[config.mk]
export PLATFORM = sky130hd
export DESIGN_NAME = intr_ctrl_flat
export DESIGN_NICKNAME = d
export VERILOG_FILES = /design/src/rtl/intr_ctrl_if.sv /design/src/rtl/intr_ctrl.sv /design/src/flat_wrapper.sv
export SDC_FILE = /design/constraint.sdc
export NUM_CORES = 1
export LEC_CHECK = 0
export BUFFER_PORTS_ARGS = -buffer_cell sky130_fd_sc_hd__buf_2
export CORE_UTILIZATION = 45
export CTS_BUF_LIST = sky130_fd_sc_hd__clkbuf_4 sky130_fd_sc_hd__clkbuf_8 sky130_fd_sc_hd__clkbuf_16
export CTS_CLUSTER_SIZE = 10
export DETAILED_ROUTE_END_ITERATION = 10
export PLACE_DENSITY = 0.72
export SKIP_LAST_GASP = 1
export SLEW_MARGIN = 15
export SYNTH_ARGS = -nofsm -noshare
export SYNTH_HDL_FRONTEND = slang
export SYNTH_SLANG_ARGS = --single-unit
[constraint.sdc]
create_clock -name clk_sys -period 2.6 [get_ports clk_sys]
set_input_delay 0.39 -clock clk_sys [delete_from_list [all_inputs] [get_ports clk_sys]]
set_output_delay 0.39 -clock clk_sys [all_outputs]
set_load 0.1 [all_outputs]
[src/rtl/intr_ctrl_if.sv]
// CPU-side handshake of the interrupt controller.
// The controller (master) presents irq/irq_num; the CPU control unit (slave)
// answers with ack (accept) and ret (end of service).
interface intr_ctrl_if #(
  parameter int NW = 5
) ();
  logic          irq;
  logic [NW-1:0] irq_num;
  logic          ack;
  logic          ret;

  modport master (
    output irq,
    output irq_num,
    input  ack,
    input  ret
  );

  modport slave (
    input  irq,
    input  irq_num,
    output ack,
    output ret
  );
endinterface

[src/rtl/intr_ctrl.sv]
// N-channel fixed-priority interrupt controller with nesting.
// Per-channel request (rz), in-service (rp) and mask registers; lower index
// means higher priority. Only a channel outranking every in-service channel
// may be presented to the CPU.
// Optional feature: define INTR_EDGE_EN for edge-triggered irq_in sources
// (a 0->1 edge of the synchronised source sets rz once); otherwise sources
// are level-sensitive and set rz every cycle they are high.
module intr_ctrl #(
  parameter int N  = 32,
  parameter int NW = 5
) (
  input  logic          clk_sys,
  input  logic          rst,
  input  logic [N-1:0]  irq_in,
  input  logic          set_stb,
  input  logic [NW-1:0] set_num,
  input  logic          clr_stb,
  input  logic [NW-1:0] clr_num,
  input  logic          clr_all,
  input  logic          mask_wr,
  input  logic [N-1:0]  mask_in,
  output logic [N-1:0]  mask,
  output logic [N-1:0]  rz,
  output logic [N-1:0]  sz,
  output logic [N-1:0]  rp,
  intr_ctrl_if.master   cpu
);

  typedef enum logic [1:0] {
    ST_IDLE,
    ST_REQ,
    ST_GAP
  } state_t;

  state_t        r_state;
  state_t        w_state_next;
  logic          w_load;

  logic [N-1:0]  r_sync1;
  logic [N-1:0]  r_sync2;
  logic [N-1:0]  w_src;

  logic [N-1:0]  r_rz;
  logic [N-1:0]  r_rp;
  logic [N-1:0]  r_mask;
  logic [NW-1:0] r_irq_num;

  logic [N-1:0]  w_sz;
  logic [N-1:0]  w_set_hit;
  logic [N-1:0]  w_clr_hit;
  logic [N-1:0]  w_grant;
  logic          w_ack_fire;
  logic [N-1:0]  w_rp_low;
  logic [N-1:0]  w_below;
  logic [N-1:0]  w_cand;
  logic          w_elig_valid;
  logic [NW-1:0] w_elig_idx;
  logic [N-1:0]  w_rz_next;
  logic [N-1:0]  w_rp_next;

  // Two-flop synchroniser for the asynchronous request sources
  always_ff @(posedge clk_sys) begin
    if (rst) begin
      r_sync1 <= '0;
      r_sync2 <= '0;
    end else begin
      r_sync1 <= irq_in;
      r_sync2 <= r_sync1;
    end
  end

`ifdef INTR_EDGE_EN
  logic [N-1:0] r_sync3;

  // Third flop remembers the previous synchronised level for edge detection
  always_ff @(posedge clk_sys) begin
    if (rst) begin
      r_sync3 <= '0;
    end else begin
      r_sync3 <= r_sync2;
    end
  end

  assign w_src = r_sync2 & ~r_sync3;
`else
  assign w_src = r_sync2;
`endif

  assign w_sz       = r_rz & r_mask;
  assign w_ack_fire = (r_state == ST_REQ) && cpu.ack;

  // One-hot decode of the software strobes and the granted channel;
  // channel numbers >= N match no bit and are therefore ignored
  always_comb begin
    w_set_hit = '0;
    w_clr_hit = '0;
    w_grant   = '0;
    for (int unsigned i = 0; i < N; i++) begin
      w_set_hit[i] = set_stb && (set_num == NW'(i));
      w_clr_hit[i] = clr_stb && (clr_num == NW'(i));
      w_grant[i]   = w_ack_fire && (r_irq_num == NW'(i));
    end
  end

  // Lowest set rp bit isolated; everything strictly below it may nest.
  // With rp=0 the subtraction wraps to all ones, i.e. every channel eligible.
  assign w_rp_low = r_rp & (~r_rp + N'(1));
  assign w_below  = w_rp_low - N'(1);
  assign w_cand   = w_sz & w_below;

  // Fixed priority pick: scan from the top so the lowest index wins
  always_comb begin
    w_elig_valid = |w_cand;
    w_elig_idx   = '0;
    for (int unsigned k = 0; k < N; k++) begin
      if (w_cand[N-1-k]) begin
        w_elig_idx = NW'(N - 1 - k);
      end
    end
  end

  // Sets beat individual clears; clr_all beats everything
  assign w_rz_next = clr_all ? '0 : ((w_src | w_set_hit) | (r_rz & ~(w_clr_hit | w_grant)));

  // ret retires the lowest set rp bit first, then an ack in the same cycle adds its channel
  assign w_rp_next = (cpu.ret ? (r_rp & ~w_rp_low) : r_rp) | w_grant;

  // Request, in-service and mask registers
  always_ff @(posedge clk_sys) begin
    if (rst) begin
      r_rz   <= '0;
      r_rp   <= '0;
      r_mask <= '0;
    end else begin
      r_rz <= w_rz_next;
      r_rp <= w_rp_next;
      if (mask_wr) begin
        r_mask <= mask_in;
      end
    end
  end

  // Handshake FSM state register
  always_ff @(posedge clk_sys) begin
    if (rst) begin
      r_state <= ST_IDLE;
    end else begin
      r_state <= w_state_next;
    end
  end

  // Next-state logic: present, then either grant (via GAP) or withdraw
  always_comb begin
    w_state_next = r_state;
    w_load       = 1'b0;
    case (r_state)
      ST_IDLE: begin
        if (w_elig_valid) begin
          w_state_next = ST_REQ;
          w_load       = 1'b1;
        end
      end
      ST_REQ: begin
        if (cpu.ack) begin
          w_state_next = ST_GAP;
        end else if (!w_sz[r_irq_num]) begin
          w_state_next = ST_IDLE;
        end
      end
      ST_GAP: begin
        w_state_next = ST_IDLE;
      end
      default: begin
        w_state_next = ST_IDLE;
      end
    endcase
  end

  // Channel number is captured on entry to REQ and frozen until the next capture
  always_ff @(posedge clk_sys) begin
    if (rst) begin
      r_irq_num <= '0;
    end else if (w_load) begin
      r_irq_num <= w_elig_idx;
    end
  end

  assign cpu.irq     = (r_state == ST_REQ);
  assign cpu.irq_num = r_irq_num;
  assign mask        = r_mask;
  assign rz          = r_rz;
  assign sz          = w_sz;
  assign rp          = r_rp;

endmodule

[src/flat_wrapper.sv]
// flat-port wrapper written by rule: the top's interface ports become plain ports
module intr_ctrl_flat 
#(
  parameter int N  = 32,
  parameter int NW = 5
)
  (clk_sys, rst, irq_in, set_stb, set_num, clr_stb, clr_num, clr_all, mask_wr, mask_in, mask, rz, sz, rp, cpu_irq, cpu_irq_num, cpu_ack, cpu_ret);
  intr_ctrl_if #(.NW(NW)) cpu_i ();
  input  logic clk_sys;
  input  logic rst;
  input  logic [N-1:0] irq_in;
  input  logic set_stb;
  input  logic [NW-1:0] set_num;
  input  logic clr_stb;
  input  logic [NW-1:0] clr_num;
  input  logic clr_all;
  input  logic mask_wr;
  input  logic [N-1:0] mask_in;
  output logic [N-1:0] mask;
  output logic [N-1:0] rz;
  output logic [N-1:0] sz;
  output logic [N-1:0] rp;
  output wire logic [$bits(cpu_i.irq)-1:0] cpu_irq;
  output wire logic [$bits(cpu_i.irq_num)-1:0] cpu_irq_num;
  input wire logic [$bits(cpu_i.ack)-1:0] cpu_ack;
  input wire logic [$bits(cpu_i.ret)-1:0] cpu_ret;
  assign cpu_irq = cpu_i.irq;
  assign cpu_irq_num = cpu_i.irq_num;
  assign cpu_i.ack = cpu_ack;
  assign cpu_i.ret = cpu_ret;
  intr_ctrl #(.N(N), .NW(NW)) u_core (.clk_sys(clk_sys), .rst(rst), .irq_in(irq_in), .set_stb(set_stb), .set_num(set_num), .clr_stb(clr_stb), .clr_num(clr_num), .clr_all(clr_all), .mask_wr(mask_wr), .mask_in(mask_in), .mask(mask), .rz(rz), .sz(sz), .rp(rp), .cpu(cpu_i));
endmodule
==> reports/results.ini, run 1 <==
[detailed_routing]
drt_iter0_markers=700
wire_per_inst_um=19.4
wl_mm=25.4
drc=0
postRouteAntennaNets=0
vias_per_cell=5.65
num_vias=7371
first_pass_iters=5

[timing]
skew_ps=8.92
rsz0062_at_grt=false
layout_min_cycle_time_ps=2410
fin_tns_setup_ps=0
finalHoldViolations=0
holdWs_ps=162
slew_headroom_pct=54.9
max_freq_mhz=416
fin_crit_sh_pct=92.5
finalSetupViolCount=0
tightest_slew_ps=675
slew_viol_final=0

[cells_and_area]
final_net_count=1158
areaGrowthSynthToFinish_pct=27.0
mostFrequentLayoutCells=buf_2 (214), dfxtp_1 (118), a21oi_1 (105)
drive_above_1_share_pct=33.7
fillerInstances=1468
layout_commonest_cell=buf_2
area.sequential_mm2=0.00340
num_antenna_cells=0
multi_input_area_mm2=0.00383

[clocking]
insertion_delay_ps=430
htree_levels=4
cts_sinks=167
clockBufferDepth=2
clockRootBuffer=clkbuf_16
post_cts_buffers=0
holdBufCountCts=0
clk_pin_slew_ps=60
cts_resized=0
cts_buffers=17
cts_tree=done

[yosys]
yosysTopAreaCell=dfxtp_1
synth.cell_area_mm2=0.00749
ys_ff_latch=167
muxShareOfSynthArea_pct=5.91
synth_area_leaders=dfxtp_1 (45%), a21oi_1 (7.0%), nor2b_1 (6.0%), mux2i_1 (4.4%), nand2_1 (4.3%)
synthArstFlopShare_pct=0
synth_edf_count=0
synthXorXnorAreaFrac_pct=0
seq_area_frac_synth_pct=44.6
synth_top_family_by_area=simple AND/OR/NAND/NOR gates
synth_top_area_share_pct=44.6
avgSynthCellArea_um2=8.72
synthCells=859
ys.flop_type=dfxtp_1
yosys.area_share.simple_pct=26.4
yosys.area_share.adder_pct=0
yosysWarnings=0
synth_cell_types=70
syn_nets=941
synth_compound_area_share_pct=18.7

[grt]
grt_max_degree=62
grt.total_usage_pct=29.6
grt_overflow=0
grt_pass1_wl_mm=37.3
antenna_found_initial=2
grt_pass1_vias=6546

[floorplanning]
initial_core_util_pct=46.6
die_area_mm2=0.0172
io_pins=216
core_mm2=0.0161
die_x_um=131
die_y_um=131
rows=46

[place]
place.port_buffers=215
gp_congestion=1.01
post-dp-hpwl_mm=20.1

[setup_path]
crit_arrival_ps=2720
crit_required_ps=2910
criticalPathCategory=reg -> reg
cp_max_fo=8
start_kind=flip-flop
end_kind=flip-flop

[pwr]
power_w=0.00622
power_density_mw_per_mm2=654
vdd_ir_drop_max_mv=0.848
p_leak_nw=4.42

[status]
outcome=finished clean

[hold_path]
hold_path.class=in -> reg

[job]
cap_violations=0

area by class of cell:
class                      count  area share (%)
multi-input combinational    614            40.3
sequential                   167            35.8
timing repair buffer         241            13.4
clock buffer                  19            4.63
tap                          216            2.84
clock inverter                13            1.62
inverter                      35            1.46
stage by stage:
stage	instances	area, um^2	setup WS (ps)	util [%]
2_1_floorplan	859	7570	25.0	-
3_3_place_gp	1273	8920	273	55.5
3_5_place_dp	1273	8920	232	55.5
4_1_cts	1305	9510	223	59.2
5_1_grt	1305	9510	13.9	59.2
6_report	1305	9510	195	59.2
kinds of logic (layout without fill, tap and decap cells):
kind of cell,Yosys count,after routing
buf+inv,78,308
simple gates,350,350
compound gates,226,226
flops,167,167
mux,38,38
worst paths after layout:
path / cells past startpoint / endpoint / startpoint / slack [ps]
worst min-delay path: 2 / u_core.r_sync1[24] / irq_in[24] / 160
worst max-delay path: 7 / u_core.cpu.irq_num[2] / u_core.rp[10] / 190
worst min register to register: 1 / u_core.r_sync2[25] / u_core.r_sync1[25] / 430
worst max register to register: 7 / u_core.cpu.irq_num[2] / u_core.rp[10] / 190
routing by layer:
layer | GRT usage [%] | vias up | share of wire [%]
met1 | 39.4 | 3420 | 43
met3 | 8.06 | 62 | 9.4
met5 | 0 | - | 0.091
met4 | 10.3 | 4 | 2.6
met2 | 45.9 | 379 | 45
li1 | - | 3506 | -
worst max-delay path, stage by stage (launching register included):
cell and delay, ps:
dfxtp_2 350, nor4_4 450, nand4_4 270, nor2_1 400
a211oi_1 160, a221o_1 360, a31oi_1 190, o21ai_1 100
power breakdown:
part	switching, W	total (W)	internal (W)
Clock	0.00111	0.00257	0.00147
Combinational	0.000688	0.000926	0.000237
Sequential	0.0000686	0.00273	0.00266
synthesized netlist by cell type (all sizes together), types with 3 or more instances:
cell,number
o31ai,8
o211ai,38
o41ai,4
a211oi,4
nor4,15
and3,4
nand3,17
or3,5
and2,9
a31oi,6
a41oi,3
o311ai,6
buf,19
clkbuf,24
nor2b,72
or4,6
nor3,25
nor3b,3
dfxtp,167
nand4,8
o21ai,28
or4bb,3
or2,8
inv,34
nor2,69
and4,3
nand2,86
a21o,7
nand2b,8
a21oi,105
mux2i,33
a22oi,3
mux4,5
sequential cells by signal (all words and copies together) (netlist names):
register / cells
u_core.mask: 32
u_core.r_sync1: 32
u_core.cpu.irq_num: 5
u_core.rp: 32
u_core.r_sync2: 32
u_core.r_state: 2
u_core.rz: 32
Note: power is estimated with default switching activity, not from simulation.
==> inputs of run 2 (changes only) <==
- ABC_AREA: unset -> 1
- CELL_PAD_IN_SITES_DETAIL_PLACEMENT: unset -> 0
- CELL_PAD_IN_SITES_GLOBAL_PLACEMENT: unset -> 1
- CORE_ASPECT_RATIO: unset -> 1.4
- CORE_UTILIZATION: 45 -> 36
- PLACE_DENSITY: 0.72 -> 0.81
==> run 2 against run 1 <==
Via count is 10% higher. The run now ends with negative setup slack left. Count of clock-buffer cells in the layout is 2 lower. Critical endpoint is now u_core.cpu.irq_num[0]. Clock skew is 0.83 ps lower. Largest cell class is now registers. Wire length is 15% higher. Die area is 25% higher. Final cell count is 29% higher. Flip-flop and latch count stayed put. Highest routed layer is now met4. Largest power group unchanged. Clock power is 4% higher.
==> reports/results.ini, run 2 <==
[detailed_routing]
wl_mm=29.1
wire_per_inst_um=17.2
first_pass_iters=6
vias_per_cell=4.82
postRouteAntennaNets=0
num_vias=8137
drc=0
drt_iter0_markers=540

[cells_and_area]
final_net_count=1502
areaGrowthSynthToFinish_pct=38.8
stdcell_area_mm2=0.0104
fillerInstances=2184
num_antenna_cells=0
mostFrequentLayoutCells=nor2_1 (252), nand2_1 (229), buf_2 (215)
drive_above_1_share_pct=33.4
layout_commonest_cell=nor2_1

[grt]
grt_max_degree=100
grt.total_usage_pct=27.4
grt_overflow=0
grt_pass1_wl_mm=42.8
antenna_found_initial=0
grt_pass1_vias=7686

[pwr]
vdd_ir_drop_max_mv=0.479
p_leak_nw=5.39
power_w=0.00681
power_density_mw_per_mm2=653

[yosys]
synthXorXnorAreaFrac_pct=0
synth_area_leaders=dfxtp_1 (45%), nor2_1 (13%), nand2_1 (12%), inv_1 (9.2%), o21ai_0 (4.1%)
synth_top_family_by_area=simple AND/OR/NAND/NOR gates
seq_area_frac_synth_pct=44.5
yosys.area_share.adder_pct=0
yosysTopAreaCell=dfxtp_1
synth_top_area_share_pct=44.5
yosysMostFrequentCell=nor2_1
synth_edf_count=0
synthCells=1124
synth_compound_area_share_pct=13.3
syn_nets=1206
ys_ff_latch=167
ys.flop_type=dfxtp_1
avgSynthCellArea_um2=6.68
yosys.area_share.simple_pct=31.0
synthArstFlopShare_pct=0
yosysWarnings=0
synth.cell_area_mm2=0.00751
synth_cell_types=32
muxShareOfSynthArea_pct=0
synthTopCellsByCount=nor2_1 (262), nand2_1 (237), inv_1 (184)

[hold_path]
hold_path.class=in -> reg
min_from=irq_in[13]

[setup_path]
critPathMostFrequentCell=nand2_1
crit-reg2reg-launch=u_core.rp[1]
criticalPathCategory=reg -> reg
crit_required_ps=2970
crit_arrival_ps=3230
end_kind=flip-flop
start_kind=flip-flop
cp_max_fo=3
critPathSlowestCell=dfxtp_4
cp-startpoint=u_core.rp[1]
crit_path_max_incr_delay_ps=350

[job]
cap_violations=0

[timing]
fin_crit_sh_pct=110
skew_ps=8.08
fin_tns_setup_ps=-458
max_freq_mhz=351
rsz0062_at_grt=true
finalHoldViolations=0
finalSetupViolCount=2
holdWs_ps=146
tightest_slew_ps=798
layout_min_cycle_time_ps=2850
slew_headroom_pct=46.6
layout_setup_ws_ps=-251
slew_viol_final=0

[place]
place.port_buffers=215
post-dp-hpwl_mm=23.2
pre_cts_ws_ps=-308
post_dp_cell_area_mm2=0.00966
gp_congestion=0.975

[floorplanning]
io_pins=216
die_x_um=124
initial_core_util_pct=36.7
rows=62
core_mm2=0.0205
die_y_um=173
die_area_mm2=0.0214

[clocking]
clockRootBuffer=clkbuf_16
holdBufCountCts=0
clockBufferDepth=2
htree_levels=4
cts_sinks=167
cts_buffers=17
cts_tree=done
insertion_delay_ps=440
clk_pin_slew_ps=70

[status]
violations=negative setup slack
outcome=complete, but fails checks

-- run 2: cell types whose count changed in the layout (fill, tap and decap cells not counted), sizes merged, moves of 22 or more --
cell	before	now
nor2	69	270
o211ai	38	0
a21oi	105	56
nor2b	72	0
mux2i	33	0
nand3	17	39
o21ai	28	62
buf	241	310
nand2	86	243
inv	41	186
-- run 2: critical path: cells and delay by family, from the launching register on --
| family | cells | cell delay (ps) |
|---|---|---|
| simple gates | 30 | 2010 |
| buf+inv | 3 | 300 |
| compound gates | 1 | 110 |
| flops | 1 | 350 |
-- run 2: layer usage --
metal | share of wire [%] | track usage (%)
met1 | 39 | 30.7
met2 | 52 | 48.8
met3 | 4.1 | 3.99
met4 | 4.7 | 14.3
met5 | 0 | 0
-- run 2: layout make-up --
cell class,instances,area [um^2],area share (%)
Clock buffer,17,425,4.08
Sequential cell,167,3490,33.5
Tap cell,256,320,3.07
Clock inverter,15,185,1.78
Timing Repair Buffer,310,1810,17.3
Inverter,186,724,6.95
Multi-Input combinational cell,738,3470,33.3
-- run 2: per-stage QoR --
| stage | utilization (%) | std cells |
|---|---|---|
| after floorplan | - | 1124 |
| after global routing | 50.9 | 1689 |
| final | 50.9 | 1689 |
| after global placement | 47.2 | 1651 |
| after CTS | 50.5 | 1689 |
| after detailed placement | 47.2 | 1651 |
-- run 2: final timing paths --
check / end / slack, ps / cells after the start
max: u_core.cpu.irq_num[0] / -250 / 34
min: u_core.r_sync1[13] / 150 / 3
max reg2reg: u_core.cpu.irq_num[0] / -250 / 34
min reg2reg: u_core.r_sync2[23] / 400 / 2
-- run 2: cells by family after synthesis --
family | after synthesis
flip-flops | 167
AO/OA/AOI/OAI | 170
buffers and inverters | 219
AND/OR/NAND/NOR | 568
-- run 2: repair_timing --
item	in CTS	in global routing
pin swaps	19	14
setup buffers	8	2
endpoints found under the setup margin	5	6
endpoints found under the hold margin	0	0
gates resized for setup	12	24
-- run 2: power by group --
part,leakage [nW],switching [W],internal (W)
Clock,0.301,0.00120,0.00146
Combinational,3.68,0.00104,0.000366
Sequential,1.41,0.0000875,0.00266
Total,5.39,0.00232,0.00449
==> inputs of run 3 (changes only) <==
- ABC_AREA: 1 -> unset
- CORE_UTILIZATION: 36 -> 38
- PLACE_DENSITY: 0.81 -> 0.8
- SETUP_SLACK_MARGIN: unset -> 0.3
==> run 3 against run 2 <==
The flow now finishes without violations. Worst setup slack improved by 520 ps. Critical path depth fell by 26. Count of clock-buffer cells in the layout grew 4. Flip-flop and latch count is the same. Sequential share of layout area rose by 1.8 points. Clock power is 2% lower. Global-route usage is 0.60 points lower. Final cell count down 20%. Critical path type unchanged. Critical endpoint is now u_core.cpu.irq_num[1]. Largest power group unchanged.
==> reports/results.ini, run 3 (synthesized netlist as in run 1, its figures left out) <==
[setup_path]
end_kind=flip-flop
reg2reg_to=u_core.cpu.irq_num[1]
r2r_setup_slack_ps=270
crit_arrival_ps=2640
r2r_cells=8
cp-startpoint=u_core.rp[5]
cp_max_fo=7
crit_required_ps=2910
endpoint=u_core.cpu.irq_num[1]
start_kind=flip-flop
crit-reg2reg-launch=u_core.rp[5]
criticalPathCategory=reg -> reg

[grt]
grt_pass1_vias=7098
antenna_found_initial=0
grt_pass1_wl_mm=40.6
grt.total_usage_pct=26.8
grt_max_degree=41
grt_overflow=0

[place]
place.port_buffers=215
post-dp-hpwl_mm=21.4
gp_congestion=0.981

[pwr]
p_leak_nw=4.49
p_sw_w=0.00189
power_frac_seq_pct=43.2
combPwrFrac_pct=15.2
power_w=0.00626
internal_power_w=0.00437
power_density_mw_per_mm2=626
vdd_ir_drop_max_mv=0.412
clockPowerShare_pct=41.7
p_sw_share_pct=30.3

[timing]
max_freq_mhz=429
slew_headroom_pct=49.5
holdWs_ps=169
finalSetupViolCount=0
skew_ps=10.2
fin_crit_sh_pct=89.7
rsz0062_at_grt=true
tightest_slew_ps=756
finalHoldViolations=0
fin_tns_setup_ps=0
slew_viol_final=0
layout_min_cycle_time_ps=2330

[detailed_routing]
drt_iter0_markers=405
num_vias=7301
postRouteAntennaNets=0
wl_met2_mm=13.9
wl_mm=27.0
drc=0
highest_layer=met4
wl_met3_mm=1.25
vias_per_cell=5.40
first_pass_iters=7
wl_met1_mm=10.9
wire_per_inst_um=20.0

[cells_and_area]
num_antenna_cells=0
drive_above_1_share_pct=40.5
layout_commonest_cell=buf_2
mostFrequentLayoutCells=buf_2 (214), a21oi_1 (105), dfxtp_1 (83)
final_net_count=1173
final_util_pct=51.9
areaGrowthSynthToFinish_pct=33.6

[floorplanning]
die_x_um=121
core_mm2=0.0193
die_area_mm2=0.0203
initial_core_util_pct=38.8
io_pins=216
die_y_um=168
rows=60

[clocking]
htree_levels=4
holdBufCountCts=0
clk_pin_slew_ps=70
cts_buffers=17
cts_tree=done
cts_sinks=167
clockRootBuffer=clkbuf_16
clockBufferDepth=2
insertion_delay_ps=430

[status]
outcome=finished clean

[hold_path]
hold_path.class=in -> reg

[job]
cap_violations=0

## run 3: changes by cell type in the layout (fill, tap and decap cells not counted), sizes merged, moves of 13 or more
| cell | delta |
|---|---|
| buf | -54 |
| o21ai | -34 |
| nor3 | +19 |
| nor4 | +13 |
| inv | -156 |
| o211ai | +38 |
| nand3 | -22 |
| nor2b | +72 |
| mux2i | +33 |
| nor2 | -201 |
| nand2 | -157 |
| a21oi | +49 |
## run 3: power by group through the flow
| stage | clock [W] | combinational (W) | sequential [W] |
|---|---|---|---|
| 2_1_floorplan | 0 | 0.000359 | 0.00309 |
| 3_3_place_gp | 0 | 0.000930 | 0.00276 |
| 3_5_place_dp | 0 | 0.000931 | 0.00276 |
| 4_1_cts | 0.00265 | 0.000935 | 0.00270 |
| 5_1_grt | 0.00275 | 0.00100 | 0.00271 |
| 6_report | 0.00261 | 0.000950 | 0.00270 |
## run 3: timing repair
action	4_1_cts	5_1_grt
setup buffers	4	6
pin swaps	2	6
resized for setup	3	12
setup endpoints to repair	2	12
## run 3: final cells by class
type	instances	area, um^2
inverters	35	169
flip-flops and latches	167	3530
fillers	1917	9280
clock inverters	11	128
multi-input cells	614	3990
well taps	248	310
repair buffers	256	1400
clock buffers	21	485
## run 3: metrics by stage
step | std cells | cell area (um^2) | worst slack [ps]
2_1_floorplan | 859 | 7810 | 284
3_3_place_gp | 1310 | 9240 | 257
3_5_place_dp | 1310 | 9240 | 239
4_1_cts | 1346 | 9890 | 271
5_1_grt | 1352 | 10000 | 140
6_report | 1352 | 10000 | 268
## run 3: worst min-delay path by stage
stage,start,end,slack [ps],cells past startpoint
floorplan,u_core.r_sync1[0],u_core.r_sync2[0],410,1
global placement,u_core.r_sync1[13],u_core.r_sync2[13],420,1
detailed placement,u_core.r_sync1[16],u_core.r_sync2[16],420,1
CTS,irq_in[7],u_core.r_sync1[7],150,2
global route,irq_in[16],u_core.r_sync1[16],160,2
finish,irq_in[7],u_core.r_sync1[7],170,2
## run 3: routing by layer
| layer | GRT usage (%) | vias up |
|---|---|---|
| li1 | - | 3535 |
| met1 | 30.8 | 3464 |
| met5 | 0 | - |
| met4 | 12.2 | 0 |
| met3 | 4.47 | 54 |
| met2 | 48.2 | 248 |
## run 3: worst max-delay path, cell delays in order, from the launching register on
cell       delay (ps)
dfxtp_4           380
nor4_4            440
nand4_4           220
or4_4             540
o311ai_2          110
a2111oi_2         110
buf_4             170
o211ai_1          160
mux2i_1            90
